## src/rtl/imem_loader_pkg.sv

```systemverilog
// Shared definitions for the instruction-memory loader.
// The CSUM state exists only when IMEM_LOADER_CSUM_EN is defined.
package imem_loader_pkg;

    localparam int unsigned ADDR_W         = 8;
    localparam int unsigned DEF_MAX_WORDS  = 64;
    localparam int unsigned BYTES_PER_WORD = 4;

    localparam logic [2:0] S_IDLE = 3'd0;
    localparam logic [2:0] S_LEN  = 3'd1;
    localparam logic [2:0] S_DATA = 3'd2;
`ifdef IMEM_LOADER_CSUM_EN
    localparam logic [2:0] S_CSUM = 3'd3;
`endif
    localparam logic [2:0] S_DONE = 3'd4;
    localparam logic [2:0] S_ERR  = 3'd5;

    typedef enum logic [2:0] {
        ST_IDLE = S_IDLE,
        ST_LEN  = S_LEN,
        ST_DATA = S_DATA,
`ifdef IMEM_LOADER_CSUM_EN
        ST_CSUM = S_CSUM,
`endif
        ST_DONE = S_DONE,
        ST_ERR  = S_ERR
    } state_e;

    // The processor may only run once a load has finished cleanly or none is in progress.
    function automatic logic state_holds_cpu(input logic [2:0] s);
        return !((s == S_IDLE) || (s == S_DONE));
    endfunction

endpackage

```

## src/rtl/imem_loader_byte_packer.sv

```systemverilog
// Assembles little-endian bytes into 32-bit words; flags the word on its 4th byte.
// Independent of IMEM_LOADER_CSUM_EN.
module byte_packer
    import imem_loader_pkg::*;
(
    input  logic        i_clk,
    input  logic        i_rst_n,
    input  logic        i_clear,
    input  logic        i_load,
    input  logic [7:0]  i_byte,
    output logic        o_word_valid,
    output logic [31:0] o_word
);

    logic [23:0] r_shift;
    logic [1:0]  r_idx;

    always_ff @(posedge i_clk or negedge i_rst_n) begin
        if (!i_rst_n) begin
            r_shift <= '0;
            r_idx   <= '0;
        end else if (i_clear) begin
            r_shift <= '0;
            r_idx   <= '0;
        end else if (i_load) begin
            r_shift <= {i_byte, r_shift[23:8]};
            r_idx   <= r_idx + 2'd1;
        end
    end

    // The 4th byte is not stored; it is combined with the three held bytes directly.
    assign o_word_valid = i_load && (r_idx == 2'(BYTES_PER_WORD - 1));
    assign o_word       = {i_byte, r_shift};

endmodule

```

## src/rtl/imem_loader.sv

```systemverilog
// Byte-stream instruction-memory loader with processor hold.
// Define IMEM_LOADER_CSUM_EN to require a trailing XOR checksum byte.
module imem_loader
    import imem_loader_pkg::*;
#(
    parameter int unsigned MAX_WORDS = DEF_MAX_WORDS
) (
    input  logic              i_clk,
    input  logic              i_rst_n,
    input  logic              i_start,
    input  logic              i_rx_valid,
    input  logic [7:0]        i_rx_data,
    output logic              o_rx_ready,
    output logic              o_imem_we,
    output logic [ADDR_W-1:0] o_imem_addr,
    output logic [31:0]       o_imem_wdata,
    output logic              o_cpu_hold,
    output logic              o_done,
    output logic              o_err
);

    logic [2:0]        r_state;
    logic [2:0]        w_next_state;
    logic [7:0]        r_n;
    logic [ADDR_W-1:0] r_widx;
    logic              r_we;
    logic [ADDR_W-1:0] r_addr;
    logic [31:0]       r_wdata;
    logic              r_hold;

    logic              w_rx_ready;
    logic              w_accept;
    logic              w_start_ok;
    logic              w_data_load;
    logic              w_word_valid;
    logic [31:0]       w_word;
    logic              w_last_word;
    logic              w_len_bad;

`ifdef IMEM_LOADER_CSUM_EN
    logic [7:0]        r_csum;
`endif

    always_comb begin
        w_rx_ready = 1'b0;
        case (r_state)
            S_LEN, S_DATA: w_rx_ready = 1'b1;
`ifdef IMEM_LOADER_CSUM_EN
            S_CSUM:        w_rx_ready = 1'b1;
`endif
            default:       w_rx_ready = 1'b0;
        endcase
    end

    assign w_accept    = i_rx_valid && w_rx_ready;
    assign w_start_ok  = i_start && ((r_state == S_IDLE) || (r_state == S_DONE) || (r_state == S_ERR));
    assign w_data_load = w_accept && (r_state == S_DATA);
    assign w_len_bad   = (i_rx_data == 8'd0) || (32'(i_rx_data) > MAX_WORDS);
    assign w_last_word = w_word_valid && (r_widx == (r_n - 8'd1));

    byte_packer u_packer (
        .i_clk        (i_clk),
        .i_rst_n      (i_rst_n),
        .i_clear      (w_start_ok),
        .i_load       (w_data_load),
        .i_byte       (i_rx_data),
        .o_word_valid (w_word_valid),
        .o_word       (w_word)
    );

    always_comb begin
        w_next_state = r_state;
        case (r_state)
            S_IDLE, S_DONE, S_ERR: begin
                if (i_start) w_next_state = S_LEN;
            end
            S_LEN: begin
                if (w_accept) w_next_state = w_len_bad ? S_ERR : S_DATA;
            end
            S_DATA: begin
`ifdef IMEM_LOADER_CSUM_EN
                if (w_last_word) w_next_state = S_CSUM;
`else
                if (w_last_word) w_next_state = S_DONE;
`endif
            end
`ifdef IMEM_LOADER_CSUM_EN
            S_CSUM: begin
                if (w_accept) w_next_state = (i_rx_data == r_csum) ? S_DONE : S_ERR;
            end
`endif
            default: w_next_state = S_IDLE;
        endcase
    end

    always_ff @(posedge i_clk or negedge i_rst_n) begin
        if (!i_rst_n) begin
            r_state <= S_IDLE;
            r_n     <= '0;
            r_widx  <= '0;
            r_we    <= 1'b0;
            r_addr  <= '0;
            r_wdata <= '0;
            r_hold  <= 1'b1;
        end else begin
            r_state <= w_next_state;
            r_we    <= w_word_valid;
            // Hold stays up through the final write cycle even when entering DONE.
            r_hold  <= state_holds_cpu(w_next_state) || w_word_valid;
            if (w_start_ok) begin
                r_widx <= '0;
            end else if (w_word_valid) begin
                r_widx <= r_widx + 1'b1;
            end
            if (w_word_valid) begin
                r_addr  <= {r_widx[ADDR_W-3:0], 2'b00};
                r_wdata <= w_word;
            end
            if (w_accept && (r_state == S_LEN) && !w_len_bad) begin
                r_n <= i_rx_data;
            end
        end
    end

`ifdef IMEM_LOADER_CSUM_EN
    always_ff @(posedge i_clk or negedge i_rst_n) begin
        if (!i_rst_n) begin
            r_csum <= '0;
        end else if (w_start_ok) begin
            r_csum <= '0;
        end else if (w_accept && ((r_state == S_LEN) || (r_state == S_DATA))) begin
            r_csum <= r_csum ^ i_rx_data;
        end
    end
`endif

    assign o_rx_ready   = w_rx_ready;
    assign o_imem_we    = r_we;
    assign o_imem_addr  = r_addr;
    assign o_imem_wdata = r_wdata;
    assign o_cpu_hold   = r_hold;
    assign o_done       = (r_state == S_DONE);
    assign o_err        = (r_state == S_ERR);

endmodule
```

## config.mk

```make
export PLATFORM = sky130hd
export DESIGN_NAME = imem_loader
export DESIGN_NICKNAME = d
export VERILOG_FILES = /design/src/rtl/imem_loader_pkg.sv /design/src/rtl/imem_loader_byte_packer.sv /design/src/rtl/imem_loader.sv
export SDC_FILE = /design/constraint.sdc
export NUM_CORES = 1
export LEC_CHECK = 0
export CORE_ASPECT_RATIO = 0.75
export CORE_MARGIN = 5
export CORE_UTILIZATION = 57
export CTS_CLUSTER_DIAMETER = 60
export DETAILED_ROUTE_END_ITERATION = 7
export PLACE_DENSITY_LB_ADDON = 0.1
export SYNTH_ARGS = -nofsm -noshare
export SYNTH_HDL_FRONTEND = slang
export SYNTH_SLANG_ARGS = --single-unit
export TNS_END_PERCENT = 50
```

## constraint.sdc

```tcl
create_clock -name i_clk -period 4.5 [get_ports i_clk]
set_input_delay 0.45 -clock i_clk [delete_from_list [all_inputs] [get_ports i_clk]]
set_output_delay 0.45 -clock i_clk [all_outputs]
set_load 0.02 [all_outputs]
```

* After elaboration in Yosys (flattened, before gate mapping)
Cells that the tools add are included.
Cells by class: add/subtract/negate cells 3, order comparisons 1, equal/unequal tests 7, multiplexer cells 12, reductions and logical operators 21
Operators by type and width (number):
- $mux W24 | 2
- $mux W8 | 2
- $mux W3 | 4
- $eq A3 B3 Y1 const B | 3
- $pmux W3 S3 | 1
- $add A8 B1 Y8 const B | 1
- $eq A8 B8 Y1 | 1
- $gt A8 B7 Y1 const B | 1
- $logic_not A8 Y1 | 1
- $sub A8 B1 Y8 const B | 1
- $logic_and A1 B1 Y1 | 7
- $logic_not A3 Y1 | 2
- $logic_or A1 B1 Y1 | 5
- $mux W2 | 2
- $reduce_bool A2 Y1 | 2
- $eq A3 B1 Y1 const B | 1
- $eq A3 B2 Y1 const B | 1
- $reduce_or A3 Y1 | 1
- $add A2 B1 Y2 const B | 1
- $eq A2 B2 Y1 const B | 1
- $logic_not A1 Y1 | 2
- $reduce_or A2 Y1 | 1
- $mux W1 | 1
Word-level totals: register bits after elaboration 85, input bits 12, output and inout port bits 45, logic and storage cells 53

* Logic depth before layout (Yosys ltp)
Gate-level depths: netlist of the first run.
depth in word-level cells 13, gate-level depth with buffers 7, depth with buffers taken out 7

* Cells and area by module
Synthesis of the first run repeated with hierarchy kept, for this count alone.
Unflattened totals: cell total of the unflattened synthesis 296, area, all modules 3781.1 µm²
Modules (own cells, without submodules):
- imem_loader | times used 1, cells each 202, area each 2627.5 µm²
- byte_packer | times used 1, cells each 94, area each 1153.6 µm²

* Worst setup path after synthesis of the first run
Ideal clock, no wire load.
kind input -> register, start in i_rx_data[2], end reg r_n[0], library setup time 125 ps, data arrival time 2035 ps, required time 4375 ps, path slack 2340 ps, cell stages on the path 5, path buffers 0, path through or4_1 nor3_1 xor2_1 nor3_2 mux2_2
On the way: cells in the longest elaborated chain, start to end 4, elaborated cells between the ends (all ways) 5
RTL lines:
- from (decl) | line imem_loader.sv:12 | input logic [7:0] i_rx_data,
- $gt A8 B7 Y1 / $logic_not A8 Y1 (equally long branches) | line imem_loader.sv:58 | assign w_len_bad = (i_rx_data == 8'd0) || (32'(i_rx_data) > MAX_WORDS);
- $logic_or A1 B1 Y1 * | line imem_loader.sv:58
- $logic_not A1 Y1 * | line imem_loader.sv:119 | if (w_accept && (r_state == S_LEN) && !w_len_bad) begin
- $logic_and A1 B1 Y1 * | line imem_loader.sv:119
- to (signal assigned) | line imem_loader.sv:120 | r_n <= i_rx_data;
- to (decl) | line imem_loader.sv:24 | logic [7:0] r_n;
Every way passes the cells marked *; elsewhere a longest branch is shown, timed or not. A chain may end at the register's enable or synchronous reset.

* Final worst setup path of the first run
start reg r_state[1], end reg r_wdata[21] (netlist: o_imem_wdata[21])
On the way: cells in the longest elaborated chain, start to end 6, elaborated cells between the ends (all ways) 7
RTL lines:
- from (decl) | line imem_loader.sv:22 | logic [2:0] r_state;
- from (signal assigned) | line imem_loader.sv:106 | r_state <= w_next_state;
- $eq A3 B2 Y1 / $eq A3 B1 Y1 (equally long branches) | line imem_loader.sv:46, imem_loader.sv:57
- $reduce_or A2 Y1 | line imem_loader.sv:46 | case (r_state)
- $mux W1 | line imem_loader.sv:46
- $logic_and A1 B1 Y1 | line imem_loader.sv:55 | assign w_accept = i_rx_valid && w_rx_ready;
- $logic_and A1 B1 Y1 * | line imem_loader.sv:57 | assign w_data_load = w_accept && (r_state == S_DATA);
- $logic_and A1 B1 Y1 * | line imem_loader_byte_packer.sv:32 | assign o_word_valid = i_load && (r_idx == 2'(BYTES_PER_WORD - 1));
- to (signal assigned) | line imem_loader.sv:117 | r_wdata <= w_word;
- to (decl) | line imem_loader.sv:28 | logic [31:0] r_wdata;
Marked as above.

==> results of run 1 <==
worst register-to-register path, delay by kind of cell, from the launching register on:
kind	cells	cell delay, ns
and+or+nand+nor	2	1.14
buffers and inverters	1	0.41
DFF	1	0.52
muxes	1	0.38
through the flow:
step,utilization,cells,area (um2)
finish,0.7148,447,4472
global route,0.7148,447,4472
CTS,0.7148,447,4472
detailed placement,0.6770,432,4235
global placement,0.6770,432,4235
floorplan,-,311,3660
metal layers:
layer / up-vias / track usage
met5: - / 0
met4: 0 / 0.06815
met3: 10 / 0.06321
met2: 63 / 0.2809
met1: 1186 / 0.2944
li1: 1156 / -
kinds of logic after synthesis:
group / synth area share
buf+inv: 0.02498
mux: 0.1386
simple gates: 0.1366
other cells: 0.001026
compound gates: 0.05852
flops: 0.5821
xor+xnor: 0.04791
fa+ha+maj: 0.01027
worst min path at each step:
stage	start	cells past startpoint	endpoint
6_report	i_rst_n	1	o_imem_wdata[24]
2_1_floorplan	i_rst_n	0	o_imem_addr[2]
5_1_grt	i_rst_n	1	o_imem_wdata[24]
3_3_place_gp	o_imem_wdata[25]	1	o_imem_wdata[25]
4_1_cts	i_rst_n	1	o_imem_wdata[21]
3_5_place_dp	u_packer.r_shift[5]	1	o_imem_wdata[5]
where the power goes:
group,switching (mW),internal [mW]
Clock,0.268,0.366
Sequential,0.0732,0.812
Combinational,0.156,0.148
Total,0.498,1.33
flip-flops by register name, indices dropped and copies added, names as in the netlist:
name and flops:
o_cpu_hold 1, o_imem_addr 6, o_imem_wdata 32, o_imem_we 1, r_n 8, r_state 3, r_widx 8, u_packer.r_idx 2
u_packer.r_shift 24
Yosys cell counts (2+ instances only):
master and number:
ha_1 3, dfrtp_1 84, a2111oi_2 2, and3_1 2, nand2_1 56, buf_2 4
clkbuf_1 8, or3b_2 2, nand3_1 2, nand3b_1 2, nor2b_1 2, buf_4 3
mux2_2 45, nor2_1 12, o211ai_1 2, xnor2_1 11, nor3_1 6, nand4_1 3
a21oi_1 26, xor2_1 9, o21ai_0 2, nor3b_1 4, inv_1 2
layout make-up:
class | count | area (um2) | area share
Clock inverter | 6 | 112.6 | 0.02518
Sequential cell | 85 | 2128 | 0.4759
Clock buffer | 9 | 123.9 | 0.02770
Tap cell | 81 | 101.3 | 0.02266
Inverter | 2 | 7.507 | 0.001679
Timing Repair Buffer | 56 | 553.0 | 0.1237
Multi-Input combinational cell | 208 | 1445 | 0.3232
cell usage in the layout (no fill, tap or decap), types with 3 or more instances in the layout:
cell	Yosys	layout
dfrtp_1	84	84
nand2_1	56	56
clkdlybuf4s50_1	0	53
mux2_2	45	45
a21oi_1	26	26
nor2_1	12	12
xnor2_1	11	11
xor2_1	9	9
clkbuf_8	0	9
nor3_1	6	6
nor3b_1	4	3
nand4_1	3	3
ha_1	3	3
bufinv_16	0	3
buf_4	3	3
==> impl_metrics.ini, run 1 <==
[layout]
layout-drive-gt1-share = 0.2022
syn2layout_area_growth_pct = 22.31
diodes = 0
final_nets = 377
nFillCells = 455

[global_route]
grtUsageTotal = 0.2005
grt_pass1_wl_um = 12430
grt_max_degree = 86
grt_pass1_vias = 2463
overflow = 0
antenna_found_initial = 0

[worst_setup_path]
crit_path_end_kind = flip-flop
criticalPathCategory = flip-flop to flip-flop
reg2reg_from = r_state[1]
cp.depth = 4
crit_path_cell_trace = or3b_1 > nor2_4 > buf_4 > mux2_2
critPathMaxFanout = 27
r2r-end = o_imem_wdata[21]
crit_path_max_incr_delay_ns = 0.64
slowest_stage = nor2_4
cp-startpoint = r_state[1]
cp_num_buf_inv = 1
cp_data_required_time_ns = 4.75
cp-start-kind = flip-flop
rr_worst_depth = 4
cp.arrival_ns = 2.80
regToRegSetupSlack_ns = 1.95
crit_path_end = o_imem_wdata[21]
path_delay_family = simple AND/OR/NAND/NOR gates

[routing]
routedWlPerCell_um = 16.23
wirelength_um = 7256
wl_met1_um = 3520
routed-wl-met2_um = 3153
dr_wl_met3_um = 474
dr.pass1.iters = 4
routed.top_layer = met4
route.detailed.drc = 0
vias = 2415
ant_nets = 0
vias_per_cell = 5.403
drtIter0Drc = 112

[placement]
portBuffers = 54
dpl.hpwl_um = 4858
dp_slack_ns = 1.612
routabilityCongestion = 0.7763

[pwr]
powerDensity_mw_per_mm2 = 408.0
leakage_nw = 2.000
peakVddDrop_uv = 239.0
fin_total_pwr_mw = 1.825

[clock_tree]
post_cts_buffers = 0
ctsResizeCount = 0
tritoncts = done
clockBufferDepth = 2
clock-sinks = 85
clk_pin_slew_ns = 0.08
cts-root-buf = clkbuf_8
h-tree-depth = 3
cts_buffers = 9
holdBufCountCts = 0
worstSkewPairLatency_ns = 0.35

[logic_synthesis]
yosys.area.top_type = dfrtp_1
synthArstFlopShare = 1.000
synth-seq-cells = 85
synth_flop_cell = dfrtp_1
ys_warn_count = 0
syn_avg_cell_area_um2 = 11.79
synth_edf_count = 0
netlist.area_leader.share = 0.5749
netlist_area_mm2 = 0.003656
yosysUniqueCellTypes = 41
netlist_instances = 310
synth_area_leaders = dfrtp_1 (57%), mux2_2 (14%), nand2_1 (5.7%)
yosysSeqAreaShare = 0.5821

[timing]
max_freq_mhz = 391.9
setup-tns-final_ns = 0
hold_ws_ns = 0.2602
finalCriticalPeriod_ns = 2.552
slew_headroom = 0.3083
setup_violations = 0
drv_slew = 0
setup_ws_ns = 1.948
skew_ns = 0.009353
tightest_slew_ns = 1.038
period_share = 0.5670
grt_setup_unrepaired = false
hold_viol_final = 0

[floorplan]
core_mm2 = 0.006256
fp.dieH_um = 79.36
start_util = 0.5844
floorplan.rows = 25
io_pins = 57
die_w_um = 102.5
dieArea_mm2 = 0.008132

[worst_hold_path]
hp-class = input pin to asynchronous set/reset pin

[flow_run]
maxCapViolCount = 0

[run_status]
status = complete, no violations
(Power assumes the default switching activity.)
==> run 2: changes to the inputs <==
CORE_UTILIZATION = 53   (was 57)
clock period = 2.6 ns   (was 4.5 ns; I/O delays follow)
==> impl_metrics.ini, run 2 (same netlist as run 1, synthesis figures left out) <==
[layout]
utilization = 0.6714
mostFrequentLayoutCell = dfrtp_1
diodes = 0
layout-drive-gt1-share = 0.2145
syn2layout_area_growth_pct = 24.26
largest_register_ffs = 32
nFillCells = 531
mostFrequentLayoutCells = dfrtp_1 (84), nand2_1 (56), clkdlybuf4s50_1 (53)
final_nets = 383

[floorplan]
start_util = 0.5403
io_pins = 57
die_w_um = 105.9
dieArea_mm2 = 0.008676
core_mm2 = 0.006766
floorplan.rows = 26
fp.dieH_um = 81.93

[clock_tree]
clockBufferDepth = 2
clock-sinks = 85
cts_buffers = 9
h-tree-depth = 3
cts-root-buf = clkbuf_8
worstSkewPairLatency_ns = 0.35
clk_pin_slew_ns = 0.08
tritoncts = done
ctsResizeCount = 0

[routing]
routed.top_layer = met4
ant_nets = 0
wirelength_um = 7003
wl_met1_um = 3546
routed-wl-met2_um = 2910
vias_per_cell = 5.263
route.detailed.drc = 0
drtIter0Drc = 94
dr.pass1.iters = 4
dr_wl_met3_um = 492
vias = 2405
routedWlPerCell_um = 15.32

[timing]
period_share = 0.8091
grt_setup_unrepaired = false
drv_slew = 0
skew_ns = 0.01024
slew_headroom = 0.4521
tightest_slew_ns = 0.8198
hold_viol_final = 0
setup_violations = 0
setup-tns-final_ns = 0
finalCriticalPeriod_ns = 2.104
max_freq_mhz = 475.3

[worst_setup_path]
critPathMaxFanout = 5
crit_path_end_kind = flip-flop
cp-start-kind = flip-flop
criticalPathCategory = flip-flop to flip-flop
cp_data_required_time_ns = 2.82
cp.arrival_ns = 2.33

[pwr]
peakVddDrop_uv = 399.6
powerDensity_mw_per_mm2 = 700.1
leakage_nw = 2.036

[global_route]
antenna_found_initial = 0
grt_pass1_wl_um = 12110
overflow = 0
grtUsageTotal = 0.1796
grt_pass1_vias = 2402
grt_max_degree = 55

[run_status]
status = complete, no violations

[placement]
portBuffers = 54
dpl.hpwl_um = 4831
routabilityCongestion = 0.7580

[flow_run]
maxCapViolCount = 0

[worst_hold_path]
hp-class = input pin to asynchronous set/reset pin
-- run 2: critical path, cell delays in order (launching register included) --
cell	delay (ns)
dfrtp_1	0.43
inv_1	0.08
ha_1	0.20
or3b_2	0.48
nor3_1	0.19
xnor2_1	0.16
a2111oi_2	0.07
or3_1	0.37
-- run 2: through the flow --
stage	power [mW]	cells	hold WS [ns]	cell area (um2)	worst slack, ns
floorplan	1.895	311	-0.03559	3660	0.6217
global placement	2.072	440	0.3464	4289	0.2777
detailed placement	2.085	440	0.3459	4289	0.2758
CTS	3.215	457	0.5006	4543	0.4937
global route	3.352	457	0.5352	4543	0.3779
finish	3.181	457	0.4786	4543	0.4962
-- run 2: what timing repair did --
| item | 4_1_cts | 5_1_grt |
|---|---|---|
| endpoints found under the hold margin | 52 | 0 |
| setup buffers | 0 | 0 |
| hold buffers | 1 | 0 |
-- run 2: final timing paths --
path	slack, ns	start	cells past startpoint	end
worst max-delay path	0.50	r_n[0]	7	r_state[2]
worst min-delay path	0.48	i_rst_n	2	o_imem_we
worst max register to register	0.50	r_n[0]	7	r_state[2]
worst min register to register	0.51	o_imem_addr[6]	1	o_imem_addr[6]
max in group asynchronous	1.52	i_rst_n	3	o_imem_wdata[26]
min in group i_clk	0.51	o_imem_addr[6]	1	o_imem_addr[6]
-- run 2: power by group --
part | switching, mW | internal, mW | leakage [nW]
clock network | 0.474 | 0.643 | 0.120
registers | 0.126 | 1.41 | 1.16
logic | 0.264 | 0.268 | 0.751
-- run 2: per-layer routing --
metal / GRT usage / up-vias
met2: 0.2513 / 64
met1: 0.2668 / 1169
met4: 0.03752 / 0
li1: - / 1166
met3: 0.06756 / 6
met5: 0 / -
-- run 2: final cells by class --
cell class | instances | area, um2 | area share
Clock buffer | 9 | 123.9 | 0.02727
Clock inverter | 7 | 120.1 | 0.02644
Inverter | 2 | 7.507 | 0.001652
Multi-Input combinational cell | 208 | 1445 | 0.3181
Sequential cell | 85 | 2128 | 0.4685
Tap cell | 84 | 105.1 | 0.02313
Timing Repair Buffer | 62 | 613.1 | 0.1349
==> run 3: changes to the inputs <==
CORE_UTILIZATION = 48   (was 53)
clock period = 1.9 ns   (was 2.6 ns; I/O delays follow)
==> impl_metrics.ini, run 3 (same netlist as run 1, synthesis figures left out) <==
[run_status]
status = finished, violations left
violations = negative setup slack

[pwr]
p_seq_frac = 0.460
p_switching_mw = 1.201
peakVddDrop_uv = 488.4
cell_internal_pwr_mw = 3.215
clock_power_share = 0.316
fin_total_pwr_mw = 4.417
powerDensity_mw_per_mm2 = 920.7
p_sw_frac = 0.2720
combPwrFrac = 0.224
leakage_nw = 2.187

[clock_tree]
h-tree-depth = 3
clockBufferDepth = 2
cts_buffers = 9
cts-root-buf = clkbuf_8
clock-sinks = 85
clk_pin_slew_ns = 0.08
tritoncts = done
worstSkewPairLatency_ns = 0.34

[global_route]
grt_pass1_wl_um = 12740
overflow = 0
grt_pass1_vias = 2538
grt_max_degree = 66
grtUsageTotal = 0.1656
antenna_found_initial = 0

[timing]
max_freq_mhz = 514.3
finalCriticalPeriod_ns = 1.945
hold_viol_final = 0
period_share = 1.023
grt_setup_unrepaired = true
setup_ws_ns = -0.04455
skew_ns = 0.007325
drv_slew = 0
setup_violations = 2
hold_ws_ns = 0.2535

[layout]
mostFrequentLayoutCell = dfrtp_1
largest_register_ffs = 32
diodes = 0
layout-drive-gt1-share = 0.2697
mostFrequentLayoutCells = dfrtp_1 (84), nand2_1 (56), clkdlybuf4s50_1 (48)
syn2layout_area_growth_pct = 31.21
final_nets = 403

[worst_hold_path]
hp-class = input pin to flip-flop
whs_path_depth = 3

[worst_setup_path]
path_delay_family = simple AND/OR/NAND/NOR gates
cp.arrival_ns = 2.23
slowest_stage = or4_4
crit_path_max_incr_delay_ns = 0.58
cp_data_required_time_ns = 2.18
crit_path_cell_trace = or4_4 > nor4_4 > nor3_2 > a2111oi_2 > or3_1
criticalPathCategory = flip-flop to flip-flop
cp-start-kind = flip-flop
cp.depth = 5
crit_path_end_kind = flip-flop
rr_worst_depth = 5
cp_num_buf_inv = 0
critPathMaxFanout = 3

[routing]
vias_per_cell = 5.103
ant_nets = 0
route.detailed.drc = 0
drtIter0Drc = 101
wirelength_um = 7271
vias = 2521
dr.pass1.iters = 4
routedWlPerCell_um = 14.72

[floorplan]
die_w_um = 110.8
fp.dieH_um = 85.58
dieArea_mm2 = 0.009480
start_util = 0.4964
floorplan.rows = 27
core_mm2 = 0.007365
io_pins = 57

[placement]
routabilityCongestion = 0.7610
portBuffers = 54
dpl.hpwl_um = 5063

[flow_run]
maxCapViolCount = 0
-- run 3: worst paths after layout --
path,from,to,slack [ns]
max in group asynchronous,i_rst_n,o_cpu_hold,0.96
setup reg to reg,r_n[1],r_state[2],-0.04
setup / recovery,r_n[1],r_state[2],-0.04
hold / removal,i_rx_data[5],r_n[5],0.25
min in group asynchronous,i_rst_n,o_imem_we,0.27
hold reg to reg,u_packer.r_shift[2],o_imem_wdata[2],0.51
-- run 3: worst reg2reg max path: cells and delay by family, from the launching register on --
kind | cells | cell delay, ns
simple gates | 4 | 1.11
flops | 1 | 0.38
compound gates | 1 | 0.41
-- run 3: area by class of cell --
cell class / instances / area, um2
tap: 101 / 126.4
clock inverter: 5 / 83.83
multi-input combinational: 208 / 1516
clock buffer: 11 / 141.4
timing repair buffer: 82 / 793.3
inverter: 2 / 7.507
sequential: 85 / 2128
fill: 617 / 2567
-- run 3: power groups by stage --
stage                     Sequential (mW)  Clock (mW)  Combinational [mW]
after detailed placement             2.06           0               0.951
after CTS                            2.03        1.45               0.979
after floorplan                      2.09           0               0.533
after global placement               2.06           0               0.936
final                                2.03        1.40               0.990
after global routing                 2.05        1.54                1.09
-- run 3: repair_timing --
action                                 4_1_cts  5_1_grt
setup endpoints to repair                   11       11
buffers inserted                             2        1
gates cloned                                 0        0
gates resized for setup                      5        7
pin swaps                                    5        5
endpoints found under the hold margin       20        0
hold buffers                                 1        0
-- run 3: per-layer routing --
metal | up-vias | wire length (um) | global-route usage
li1 | 1211 | - | -
met1 | 1244 | 3754 | 0.2408
met5 | - | 0 | 0
met4 | 0 | 77 | 0.04698
met2 | 59 | 3065 | 0.2384
met3 | 7 | 374 | 0.05360
-- run 3: metrics by stage --
step	area, um2	setup TNS [ns]	setup WS (ns)	utilization	cells
after floorplan	3681	0	0.004992	-	311
after global placement	4472	-4.220	-0.4360	0.6072	474
after detailed placement	4472	-4.111	-0.4319	0.6072	474
after CTS	4756	-0.02591	-0.01771	0.6458	493
after global routing	4797	-0.4104	-0.1087	0.6514	494
final	4797	-0.08647	-0.04455	0.6514	494
